**src/rtl/add_ctrl_pkg.sv**
```systemverilog
// Shared types and helpers for the multi-limb add/subtract controller.
package add_ctrl_pkg;

  typedef enum logic [1:0] {
    IDLE = 2'd0,
    RUN  = 2'd1,
    DONE = 2'd2
  } state_t;

  // Index width for a limb counter; never narrower than one bit.
  function automatic int unsigned idx_width(input int unsigned n);
    return (n < 2) ? 1 : $clog2(n);
  endfunction

endpackage

```
**src/rtl/cla.sv**
```systemverilog
// WIDTH-bit carry-lookahead adder built from 4-bit lookahead groups.
module cla #(
  parameter int unsigned WIDTH = 32
) (
  input  logic [WIDTH-1:0] a,
  input  logic [WIDTH-1:0] b,
  input  logic             cin,
  output logic [WIDTH-1:0] sum,
  output logic             cout
);

  localparam int unsigned GRP  = 4;
  localparam int unsigned NGRP = (WIDTH + GRP - 1) / GRP;

  logic [WIDTH-1:0] g;
  logic [WIDTH-1:0] p;
  logic [WIDTH:0]   c;
  logic             gg;
  logic             gp;
  int unsigned      lo;
  int unsigned      hi;

  always_comb begin
    g    = a & b;
    p    = a ^ b;
    c    = '0;
    c[0] = cin;
    gg   = 1'b0;
    gp   = 1'b1;
    lo   = 0;
    hi   = 0;
    for (int unsigned grp = 0; grp < NGRP; grp++) begin
      lo = grp * GRP;
      hi = (lo + GRP < WIDTH) ? lo + GRP : WIDTH;
      gg = 1'b0;
      gp = 1'b1;
      for (int unsigned i = lo; i < hi; i++) begin
        gg = g[i] | (p[i] & gg);
        gp = gp & p[i];
      end
      // Group carry-out comes straight from group G/P, not from the bit chain.
      c[hi] = gg | (gp & c[lo]);
      for (int unsigned i = lo; i + 1 < hi; i++) begin
        c[i+1] = g[i] | (p[i] & c[i]);
      end
    end
    sum  = p ^ c[WIDTH-1:0];
    cout = c[WIDTH];
  end

endmodule

```
**src/rtl/mw_add_ctrl.sv**
```systemverilog
// Sequences one WIDTH-bit cla over NLIMB limbs (LSB limb first) to add or
// subtract WIDTH*NLIMB-bit operands, with valid/ready on both sides.
module mw_add_ctrl
  import add_ctrl_pkg::*;
#(
  parameter int unsigned WIDTH = 32,
  parameter int unsigned NLIMB = 4
) (
  input  logic                   i_clk,
  input  logic                   i_rst_n,
  input  logic                   i_valid,
  output logic                   o_ready,
  input  logic [WIDTH*NLIMB-1:0] i_a,
  input  logic [WIDTH*NLIMB-1:0] i_b,
  input  logic                   i_sub,
  output logic                   o_valid,
  input  logic                   i_ready,
  output logic [WIDTH*NLIMB-1:0] o_sum,
  output logic                   o_cout,
  output logic                   o_ovf,
  output logic                   o_busy
);

  localparam int unsigned IDX_W = idx_width(NLIMB);
  localparam logic [IDX_W-1:0] LAST_IDX = IDX_W'(NLIMB - 1);

  state_t state_q, state_d;
  logic [IDX_W-1:0]             idx_q, idx_d;
  logic                         carry_q, carry_d;
  logic [NLIMB-1:0][WIDTH-1:0]  a_q, a_d;
  logic [NLIMB-1:0][WIDTH-1:0]  b_q, b_d;
  logic [NLIMB-1:0][WIDTH-1:0]  sum_q, sum_d;
  logic                         cout_q, cout_d;
  logic                         ovf_q, ovf_d;

  logic [WIDTH-1:0] a_limb;
  logic [WIDTH-1:0] b_limb;
  logic [WIDTH-1:0] cla_sum;
  logic             cla_cout;

  assign a_limb = a_q[idx_q];
  assign b_limb = b_q[idx_q];

  cla #(.WIDTH(WIDTH)) u_cla (
    .a    (a_limb),
    .b    (b_limb),
    .cin  (carry_q),
    .sum  (cla_sum),
    .cout (cla_cout)
  );

  always_ff @(posedge i_clk or negedge i_rst_n) begin
    if (!i_rst_n) begin
      state_q <= IDLE;
      idx_q   <= '0;
      carry_q <= 1'b0;
      a_q     <= '0;
      b_q     <= '0;
      sum_q   <= '0;
      cout_q  <= 1'b0;
      ovf_q   <= 1'b0;
    end else begin
      state_q <= state_d;
      idx_q   <= idx_d;
      carry_q <= carry_d;
      a_q     <= a_d;
      b_q     <= b_d;
      sum_q   <= sum_d;
      cout_q  <= cout_d;
      ovf_q   <= ovf_d;
    end
  end

  always_comb begin
    state_d = state_q;
    idx_d   = idx_q;
    carry_d = carry_q;
    a_d     = a_q;
    b_d     = b_q;
    sum_d   = sum_q;
    cout_d  = cout_q;
    ovf_d   = ovf_q;
    case (state_q)
      IDLE: begin
        if (i_valid) begin
          // Subtraction is A + ~B + 1: invert B once and seed the carry.
          a_d     = i_a;
          b_d     = i_sub ? ~i_b : i_b;
          carry_d = i_sub;
          idx_d   = '0;
          state_d = RUN;
        end
      end
      RUN: begin
        sum_d[idx_q] = cla_sum;
        carry_d      = cla_cout;
        if (idx_q == LAST_IDX) begin
          idx_d   = '0;
          cout_d  = cla_cout;
          ovf_d   = (a_limb[WIDTH-1] == b_limb[WIDTH-1]) &&
                    (cla_sum[WIDTH-1] != a_limb[WIDTH-1]);
          state_d = DONE;
        end else begin
          idx_d = idx_q + 1'b1;
        end
      end
      DONE: begin
        if (i_ready) begin
          state_d = IDLE;
        end
      end
      default: state_d = IDLE;
    endcase
  end

  always_comb begin
    o_ready = (state_q == IDLE);
    o_valid = (state_q == DONE);
    o_busy  = (state_q != IDLE);
    o_sum   = sum_q;
    o_cout  = cout_q;
    o_ovf   = ovf_q;
  end

endmodule

```
**config.mk**
```make
export PLATFORM = sky130hd
export DESIGN_NAME = mw_add_ctrl
export DESIGN_NICKNAME = d
export VERILOG_FILES = /design/src/rtl/add_ctrl_pkg.sv /design/src/rtl/cla.sv /design/src/rtl/mw_add_ctrl.sv
export SDC_FILE = /design/constraint.sdc
export NUM_CORES = 1
export LEC_CHECK = 0
export BUFFER_PORTS_ARGS = -buffer_cell sky130_fd_sc_hd__buf_2
export CORE_MARGIN = 5
export CORE_UTILIZATION = 45
export DETAILED_ROUTE_END_ITERATION = 8
export GPL_ROUTABILITY_DRIVEN = 0
export PLACE_DENSITY = 0.75
export SYNTH_ARGS = -nofsm -noshare
export SYNTH_HDL_FRONTEND = slang
export SYNTH_SLANG_ARGS = --single-unit
```
**constraint.sdc**
```tcl
create_clock -name i_clk -period 4.8 [get_ports i_clk]
set_input_delay 0.96 -clock i_clk [delete_from_list [all_inputs] [get_ports i_clk]]
set_output_delay 0.96 -clock i_clk [all_outputs]
set_load 0.005 [all_outputs]
```
Word-level counts from Yosys, hierarchy flattened
Cells that the tools add are included.
Word-level totals
  register bits after elaboration: 391
  bits of input ports: 261
  output and inout bits: 133
  logic and storage cells: 194
Cells by class
  add/subtract/negate cells: 1
  order comparisons: 2
  eq/ne operators: 8
  mux-type cells: 17
  bitwise logic cells: 140
  reductions and logical operators: 9
Operators with widths (number)
  32-bit binary-select mux with 2-bit select: 2
  128-bit bitwise mux: 1
  128-bit 2-to-1 mux: 1
  128-bit NOT: 1
  32-bit 2-to-1 mux: 3
  1-bit bitwise AND: 80
  32-bit demux with 2-bit select: 1
  32-bit XOR: 2
  1-bit OR: 56
  32-bit bitwise AND: 1
  2-bit 2-to-1 mux: 5
  2-bit case mux with 3 select lines: 1
  2-bit AND reduction: 3
  2-bit equality test, second input constant: 2
  2-bit != test, second input constant: 2
  2-bit case mux with 2 select lines: 1
  2-bit nonzero test: 2
  2-bit by 3-bit < comparator with 1-bit output, second input constant: 1
  3-bit AND reduction: 1
  2-bit by 1-bit adder with 2-bit output, second input constant: 1
  2-bit by 1-bit equality test with 1-bit output, second input constant: 1
  2-bit by 1-bit >= comparator with 1-bit output, second input constant: 1
  1-bit logical AND: 2
  2-bit logical NOT: 1
  5 further kinds: 5

Longest topological paths before layout
Gate-level depths: netlist (run 1).
  depth after elaboration: 31
  depth in mapped cells: 17
  mapped depth without buffers: 14

Modules after synthesis
Synthesis (run 1) repeated with hierarchy kept, for this count alone.
Unflattened totals
  cell total of the unflattened synthesis: 1343
  area, all modules: 18407.7 µm²
Modules (own cells, without submodules)
  mw_add_ctrl: times used 1, cells each 1212, area each 17036.3 µm², sequential area each 9784.4 µm²
  cla: times used 1, cells each 131, area each 1371.3 µm², sequential area each 0.0 µm²

Worst setup path after synthesis (run 1)
No wires, ideal clock.
  path type: register to register
  start point: reg idx_q[0]
  end point: reg sum_q (netlist bit o_sum[26])
  setup time: 0.125 ns
  arrival: 4.731 ns
  required time: 4.675 ns
  path slack: -0.056 ns
  cell stages (with the launch flop): 15
  path buffers: 3
  clock period less this slack: 4.856 ns
  cells stage by stage: dfrtp_1 -> clkbuf_1 -> buf_2 -> buf_2 -> mux4_2 -> ha_1 -> a21oi_1 -> o21ai_0 -> a2111oi_0 -> a21oi_2 -> or2_2 -> fa_1 -> fa_1 -> fa_1 -> mux2_2
Between the ends
  word-level cells in the longest chain between the ends: 26
  elaborated cells on any way between the ends: 83
  classes of those cells: 2 x order compare; 7 x mux; 73 x bitwise; 1 x reduce/logical
RTL lines
  start: declaration: RTL line mw_add_ctrl.sv:28  | logic [IDX_W-1:0] idx_q, idx_d;
  start signal: assignment: RTL line mw_add_ctrl.sv:64  | idx_q <= idx_d;
  32-bit binary-select mux with 2-bit select, on equally long branches: RTL line mw_add_ctrl.sv:41, mw_add_ctrl.sv:42
  32-bit 2-to-1 mux, on equally long branches: RTL line mw_add_ctrl.sv:41, mw_add_ctrl.sv:42
  32-bit XOR / 32-bit bitwise AND (equally long branches): RTL line cla.sv:25, cla.sv:24
  1-bit bitwise AND: RTL line cla.sv:38  | gg = g[i] | (p[i] & gg);
  1-bit OR: RTL line cla.sv:38
  1-bit bitwise AND: RTL line cla.sv:38
  1-bit OR: RTL line cla.sv:38
  1-bit bitwise AND: RTL line cla.sv:38
  [... 11 more ...]
  1-bit OR: RTL line cla.sv:42  | c[hi] = gg | (gp & c[lo]);
  1-bit bitwise AND: RTL line cla.sv:44  | c[i+1] = g[i] | (p[i] & c[i]);
  1-bit OR: RTL line cla.sv:44
  1-bit bitwise AND: RTL line cla.sv:44
  1-bit OR: RTL line cla.sv:44
  32-bit XOR *: RTL line cla.sv:47  | sum = p ^ c[WIDTH-1:0];
  named net cla_sum[26]: RTL line mw_add_ctrl.sv:38  | logic [WIDTH-1:0] cla_sum;
  128-bit bitwise mux *: RTL line mw_add_ctrl.sv:95  | sum_d[idx_q] = cla_sum;
  end signal: assignment: RTL line mw_add_ctrl.sv:68  | sum_q <= sum_d;
  end: declaration: RTL line mw_add_ctrl.sv:32  | logic [NLIMB-1:0][WIDTH-1:0] sum_q, sum_d;
Mark *: on every way through the listed nets, which the timed path passes. The rest lies on a longest branch. The select of a mux whose other input is x is not followed.
A chain may end at the register's enable or synchronous reset.

Final worst setup path (run 1)
  start point: reg idx_q[0]
  end point: reg sum_q (netlist bit o_sum[55])
Between the ends
  word-level cells in the longest chain between the ends: 26
  elaborated cells on any way between the ends: 74
  classes of those cells: 2 x order compare; 7 x mux; 64 x bitwise; 1 x reduce/logical
RTL lines (RTL line)
  32-bit binary-select mux with 2-bit select, on equally long branches: mw_add_ctrl.sv:41, mw_add_ctrl.sv:42
  32-bit 2-to-1 mux, on equally long branches: mw_add_ctrl.sv:41, mw_add_ctrl.sv:42
  32-bit XOR / 32-bit bitwise AND (equally long branches): cla.sv:25, cla.sv:24
  1-bit bitwise AND: cla.sv:38
  1-bit OR: cla.sv:38
  1-bit bitwise AND: cla.sv:38
  1-bit OR: cla.sv:38
  1-bit bitwise AND: cla.sv:38
  [... 10 more ...]
  1-bit bitwise AND: cla.sv:44
  1-bit OR: cla.sv:44
  1-bit bitwise AND: cla.sv:44
  1-bit OR: cla.sv:44
  1-bit bitwise AND: cla.sv:44
  1-bit OR: cla.sv:44
  32-bit XOR: cla.sv:47
  128-bit bitwise mux *: mw_add_ctrl.sv:95
Mark *: on every way between the ends. The rest lies on a longest branch, timed or not. The select of a mux whose other input is x is not followed.

==> results of run 1 <==
[through the flow]
stage	instance area [um^2]	power (mW)	setup slack (ps)	std cells	TNS (ps)
floorplan	18190	12.79	13.69	1385	0
global placement	21110	16.70	-183.2	2290	-1752
detailed placement	21110	17.25	-278.5	2290	-3480
CTS	22620	20.82	21.46	2372	0
global route	22770	22.62	-21.19	2382	-37.58
finish	22780	21.01	192.3	2384	0
[report_power, final]
group          switching, mW  total, mW  internal, mW
Clock                   1.34       3.32          1.98
Sequential             0.990       6.04          5.05
Combinational           5.82       11.7          5.83
Total                   8.15       21.0          12.9
[kinds of logic (layout without fill, tap and decap cells)]
kind of cell	after synthesis	after routing	synth area share, %
compound gates	211	211	6.179
xor+xnor	137	137	6.599
fa+ha+maj	60	60	5.119
buf+inv	101	567	2.450
flops	391	391	53.81
mux	285	285	21.61
other cells	0	8	0
simple gates	200	200	4.239
[metal layers]
layer  vias to the layer above  part of all wire [%]  track usage (%)  routed length, um
met2                       441                    50            37.73              24960
li1                       5713                     -                -                  -
met5                         -                     0                0                  0
met1                      6383                    41            29.21              20520
met4                         0                   2.4            7.042               1219
met3                        75                   7.1            4.916               3566
[layout by cell type, fill, tap and decap left out, drive strengths merged, types with 3 or more instances in the layout]
cell        n
a21o        3
a21oi     144
buf       478
bufinv      3
clkbuf     58
clkinv     13
clkinvlp    3
dfrtp     391
diode       8
fa         24
ha         36
inv        12
mux2      220
mux4       64
nand2      54
nor2      137
o21ai      48
xnor2     137
[what timing repair did]
item | 4_1_cts | 5_1_grt
gates resized for setup | 9 | 22
endpoints found under the setup margin | 29 | 33
setup buffers | 4 | 3
pin swaps | 4 | 8
gates cloned | 1 | 1
[how the worst min path moves through the flow]
stage                          from         to  cells after the start
final                     o_sum[43]  o_sum[43]                      2
after global placement    o_sum[47]  o_sum[47]                      2
after detailed placement    a_q[83]    a_q[83]                      1
after global routing       o_sum[6]   o_sum[6]                      1
after CTS                 o_sum[43]  o_sum[43]                      2
after floorplan             a_q[80]    a_q[80]                      1
[state kept, by name, indices dropped and copies added (netlist names)]
| name | cells |
|---|---|
| o_sum | 128 |
| idx_q | 2 |
| o_ovf | 1 |
| a_q | 128 |
| state_q | 2 |
| b_q | 128 |
| o_cout | 1 |
| carry_q | 1 |
[cells in the mapped netlist, drive strengths merged (3+ instances only)]
library cell and n:
clkbuf 31, dfrtp 391, a21oi 144, nor2 137, o21ai 48, fa 24
buf 59, a21o 3, mux2 220, mux4 64, ha 36, xnor2 137
inv 11, nand2 54
[critical path: cells and delay by family, from the launching register on]
| kind | cells | cell delay [ps] |
|---|---|---|
| adder cells (fa/ha/maj) | 4 | 1740 |
| buffers and inverters | 3 | 460 |
| multiplexers | 1 | 540 |
| AO/OA/AOI/OAI | 4 | 660 |
| AND/OR/NAND/NOR | 2 | 300 |
| flip-flops | 1 | 540 |
| XOR/XNOR | 1 | 190 |
[cell type report]
class / instances / share of cell area (%)
sequential: 391 / 42.99
multi-input combinational: 893 / 35.42
timing repair buffer: 479 / 12.14
clock buffer: 57 / 5.449
tap: 525 / 2.884
clock inverter: 20 / 0.8514
inverter: 11 / 0.1813
antenna: 8 / 0.08788
==> summary by stage, run 1 <==
Timing
The routed design could run at a clock period as short as 4608 ps. On the final layout, the worst clock skew is ~11 ps. The final-report hold violation count came to 0. Timing would allow up to 0.2170 GHz. The transition at the pin with the smallest max-transition slack is 1166 ps.

The number of slew-limit violations in the final report is 0. Setup violations remaining at the end of the flow were counted as 0. The remaining max-slew budget at the tightest pin is 22.02%. Setup repair after global routing could not meet its margin everywhere. The ratio of final minimum period to clock period is around 96%. Hold timing on the final database bottoms out at a slack of approximately 480 ps.

Die
The total core area is around 0.040 mm^2. The die is 211.0 um wide. The number of I/O pins is slightly below 400. In this run the vertical extent of the chip is between 200 and 250 um.

In this run the core area contains 73 standard-cell rows. The area of the die is between 0.04 and 0.05 mm^2. The initial core utilization is about 46%.

Pwr
The power per cell area is around 900 mW/mm^2. The leakage component of the power is roughly 10 nW. The peak ir drop on the vdd network is about 0.43 mV.

GRT
In the global route stage, overall resource usage came out at between 20 and 25%. The maximum number of pins on one net before global-route repair is 127. The initial antenna violation count is 6. The via count of the first global-routing pass came to 13840. For this run the aggregate overflow at the end of global routing stands at 0. The first global-routing pass estimated 78.16 mm of wire.

Layout
The area of the multi-input gates is just over 0.008 mm^2. The share of cells above drive strength 1 is between 40% and 50%. The footprint of the flip-flops and latches is a little under 0.01 mm^2. Compared with the post-synthesis result, the final layout area differs by 25.27%. The final layout net count is around 2100. Cells fill a little under three fifths of the core in the end.

The fill cell total of the finished layout is roughly 3300.

Setup path
On the critical path, the stage with the largest delay is an instance of dfrtp_4. The worst setup path is captured at a register. The signal on the critical path passes through buf_12, buf_4, mux4_2, ha_1, nand4_1, o221a_1, nand2_1, a21oi_1, buf_4, o21ai_0, fa_2, fa_1, fa_1, xnor2_2, o21ai_0. The source of the worst register-to-register timing path is idx_q[0]. The timing endpoint of the critical path is o_sum[55]. STA puts the critical path data arrival time at between 4000 and 5000 ps. In this run the worst setup path begins at idx_q[0]. Counting cells, the worst reg-to-reg path comes to 15. Of all nets on the critical path, the largest fanout is 7. The critical path is of the register to register type. The largest single stage delay on the critical path is approximately 540 ps. For flop-to-flop paths, the worst setup slack is approximately 190 ps. The endpoint of the lowest-slack register-to-register path is o_sum[55].

For the worst setup path, the data required time is slightly above 5000 ps. The critical path launch point type is a register.

Yosys
Counting flops and latches in the post-synthesis netlist gives approximately 400. During synthesis, Yosys emitted a total of 0 warnings. The count of flip-flops with a built-in enable after synthesis is 0. Yosys attributes the largest share of cell area to dfrtp_1, mux2_2, mux4_2, xnor2_1, a21oi_1. The post-synth design cell area is 0.01818 mm^2.

In the synthesized netlist the dominant register cell turns out to be dfrtp_1. The number of standard cells after synthesis is between 1000 and 1500. Counting flops with an async set or reset pin after synthesis yields a share of 100.0%. Dividing the synthesized area by the synthesized cell count gives 13.13 um^2.

Synthesis produced a netlist with a net count of 1706. The post-synthesis cell type count is 41. Summing the sequential cell areas from Yosys gives between 50% and 60% of the chip area. The synthesized design devotes to its leading area cell type 53.81% of total area. The synthesized design spends more area on one cell type than any other, namely dfrtp_1.

Worst hold path
The worst hold path belongs to the class register to register.

Route
The final routed wirelength across all metal layers is between 50 and 60 mm. Dividing the detail-routed wire length by the instance count gives between 20 and 25 um. The routed layout has 12610 vias.

For this run, design rule violations remaining after detail routing come to 0. The initial detailed-routing violation count is 750. In this run the remaining antenna-violating nets after routing total 0. Using the TritonRoute via totals, the vias-per-cell ratio works out to between 5 and 6. The first TritonRoute pass finished after 5 iterations.

Clocking
The number of buffers added to fix hold violations after cts is 0. TritonCTS built the clock tree. The clock latency on the worst-skew pair is 550 ps. The clock sink total is roughly 390. Counting along the longest clock path gives a buffer depth of 3. Clock tree synthesis selected as its root buffer the cell clkbuf_16. Buffers inserted during clock tree synthesis total 42.

CTS built an H-tree with a depth of 2. The post-CTS clock slew at the launch and capture registers of the worst setup and hold paths is approximately 60 ps.

Flow run
Across the run, the number of max-cap violations was 0.

Placement
During placement, the flow inserted port buffers numbering roughly 390. The total half-perimeter wirelength after legalization and detailed placement is 37.31 mm.

Status
The flow ran to the end, and the final reports show no timing, DRC or antenna violations.
Note: power is estimated with default switching activity, not from simulation.
==> run 2: changes to the inputs <==
==> constraint.sdc (replaced) <==
create_clock -name i_clk -period 3.75 [get_ports i_clk]
set_input_delay 0.75 -clock i_clk [delete_from_list [all_inputs] [get_ports i_clk]]
set_output_delay 0.75 -clock i_clk [all_outputs]
set_load 0.005 [all_outputs]
==> run 2 against run 1 <==
Die area is the same; the run now ends with negative setup slack left; clock skew grew 11 ps; wire length grew 3.7%; via count grew 2.5%; total power grew 42%; worst setup slack lost 750 ps; final area grew 4.4%; register-to-register slack lost 750 ps; cell count grew 2.1%.
==> summary by stage, run 2 (same netlist as run 1, synthesis figures left out) <==
Layout
The layout-stage area growth over the synthesis result is 30.80%. The number of non-filler instances in the completed layout is 2433 (+2.1%). The area of all placed cells without fillers is 0.02378 mm^2 (+4.4%). The share of cells above drive strength 1 is 49.50% (+4.5 points).

In the layout the commonest cells are buf_2, dfrtp_1, mux2_2. The final layout net count is 2192 (+2.5%). The most common cell after layout, fill and taps aside is buf_2.

Worst hold path
The class of the most critical hold timing path is input pin to asynchronous set/reset pin.

Flow run
The count of max-cap constraint violations came to 0 (unchanged).

Timing
The setup slack of the critical path after layout is -560.4 ps (-752.7 ps). The transition at the pin with the smallest max-transition slack came to 838.9 ps (-326.7 ps). Setup repair after global routing could not meet its margin everywhere. The remaining max-slew budget at the tightest pin is 44.07% (+22 points). The number of slew-limit violations in the final report was 0 (unchanged).

The top achievable clock speed is 0.2320 GHz (+6.9%). The final critical delay including setup and external delays came to 4310 ps (-297.3 ps). The final-report hold violation count is 0 (unchanged). The sum of negative setup slack was -23510 ps (-23510 ps). The clock skew is 21.95 ps (+11.40 ps).

The final hold slack is 261.9 ps (-217.9 ps). The ratio of final minimum period to clock period is 114.9% (+19 points). The total setup violations reported at the end of the flow came to 73 (+73).

Setup path
STA classifies the critical path startpoint as a register. The endpoint required time on the critical path is 4180 ps (-990 ps). The arrival time of data at the critical path endpoint is 4740 ps (-240 ps). The kind of end point of the critical path is a register. The highest cell delay on the worst timing path is 550 ps (about the same). The largest fanout on the critical path is 7 (unchanged). The slowest stage of the critical path belongs to the cell mux4_2. The critical path goes through buf_12, buf_6, mux4_2, ha_4, a41o_1, a21oi_2, o221a_1, a211o_1, a21oi_4, or2_4, fa_2, fa_2, fa_2, mux2_2. The cell occurring most often along the worst timing path is fa_2.

The kind of cell with the highest combined delay along the critical path is adder cells. The worst path buffer plus inverter count is 2 (-1). The critical path is of the register to register type.

Clocking
The clock tree from TritonCTS is built. The total number of H-tree levels is 2 (unchanged). The clock latency on the worst-skew pair is 560 ps (about the same).

The master cell of the clock root buffer is clkbuf_16. The number of buffers on the longest clock path is 3 (unchanged). The clock sink total is 391 (unchanged). The post-CTS clock slew at the launch and capture registers of the worst setup and hold paths is 60 ps (about the same). The total CTS buffers is 43 (+2.4%).

Route
The routed length per instance was 21.41 um (+1.6%). The iteration count of the initial detailed-routing pass came to 6 (+1). The ratio of routed vias to standard cells is 5.311 (+0.39%). The initial detailed-routing violation count is 759 (+1.2%). The remaining antenna violation count is 0 (unchanged). The via total after detailed routing was 12920 (+2.5%). The final routed wirelength across all metal layers is 52.10 mm (+3.7%). The number of remaining DRC errors was 0 (unchanged).

Die
The count of standard-cell rows is 73 (unchanged). The area of the die is 0.04453 mm^2 (unchanged). The die extent in y is 211.0 um (unchanged). The total core area is 0.03982 mm^2 (unchanged). The initial core utilization is 45.66% (unchanged). The die width is 211.0 um (unchanged). The number of I/O pins was 394 (unchanged).

Status
The final reports fail on negative setup slack. The run finished, with violations left.

Placement
The post-placement cell area is 0.02156 mm^2 (+2.2%). The total half-perimeter wirelength after legalization and detailed placement is 38.03 mm (+1.9%). The number of input and output port buffers inserted is 393 (unchanged). The total placed cells including tap cells came to 2324 (+1.5%).

GRT
The via count of the first global-routing pass is 13950 (+0.77%). The maximum number of pins on one net before global-route repair is 102 (-20%). The initial antenna violation count is 4 (-2). The overall global routing resource usage came to 23.15% (+0.74 points). The first-pass GRT wire length was 79.74 mm (+2.0%). The global route total overflow is 0 (unchanged).

Pwr
The power per cell area came to 1256 mW/mm^2 (+36%). The peak ir drop on the vdd network is 0.7410 mV (+73%). The leakage component of the power is 10.53 nW (+4.1%).
==> run 2: cell count changes in the layout (fill, tap and decap cells not counted), sizes merged <==
cell and change:
diode -5, inv +2, clkinv -3, buf +52, bufinv +2, clkinvlp -1
clkbuf +2
==> run 2: final cells by class <==
cell class                 count  area, um^2
antenna                        3       7.507
clock buffer                  59        1289
clock inverter                20       249.0
fill                        3154       16040
inverter                      11       41.29
multi-input combinational    893        8446
sequential                   391        9792
tap                          525       656.9
timing repair buffer         531        3303
==> run 2: timing repair <==
action                     4_1_cts  5_1_grt
cloned                           1        1
setup endpoints to repair      101       85
gates resized for setup         66       31
hold buffers                     0        0
pin swaps                       11       12
setup buffers                   12       15
==> run 2: stage by stage <==
stage / worst slack [ps] / total power, mW / util, %
6_report: -560.4 / 29.86 / 59.72
2_1_floorplan: -299.3 / 16.94 / -
4_1_cts: -589.6 / 29.14 / 59.06
5_1_grt: -670.7 / 31.76 / 59.72
3_5_place_dp: -968.1 / 23.23 / 54.14
3_3_place_gp: -819.8 / 22.48 / 54.14
==> run 2: worst paths after layout <==
path	start	endpoint	slack, ps	cells after the start
setup reg to reg	idx_q[0]	o_sum[122]	-560	14
hold reg to reg	o_sum[47]	o_sum[47]	480	2
max in group asynchronous	i_rst_n	o_sum[78]	2650	2
hold / removal	i_rst_n	o_sum[98]	260	1
setup / recovery	idx_q[0]	o_sum[122]	-560	14
min in group i_clk	i_a[21]	a_q[21]	410	2
==> run 2: per-layer routing <==
metal	global-route usage (%)	routed length [um]
met2	38.27	25690
met4	7.937	1454
met1	30.32	21390
met3	5.421	3551
met5	0	11
==> run 2: where the power goes <==
group	leakage, nW	internal (mW)	switching (mW)
registers	4.54	6.46	1.21
clock network	0.761	2.76	1.77
logic	5.22	9.08	8.58
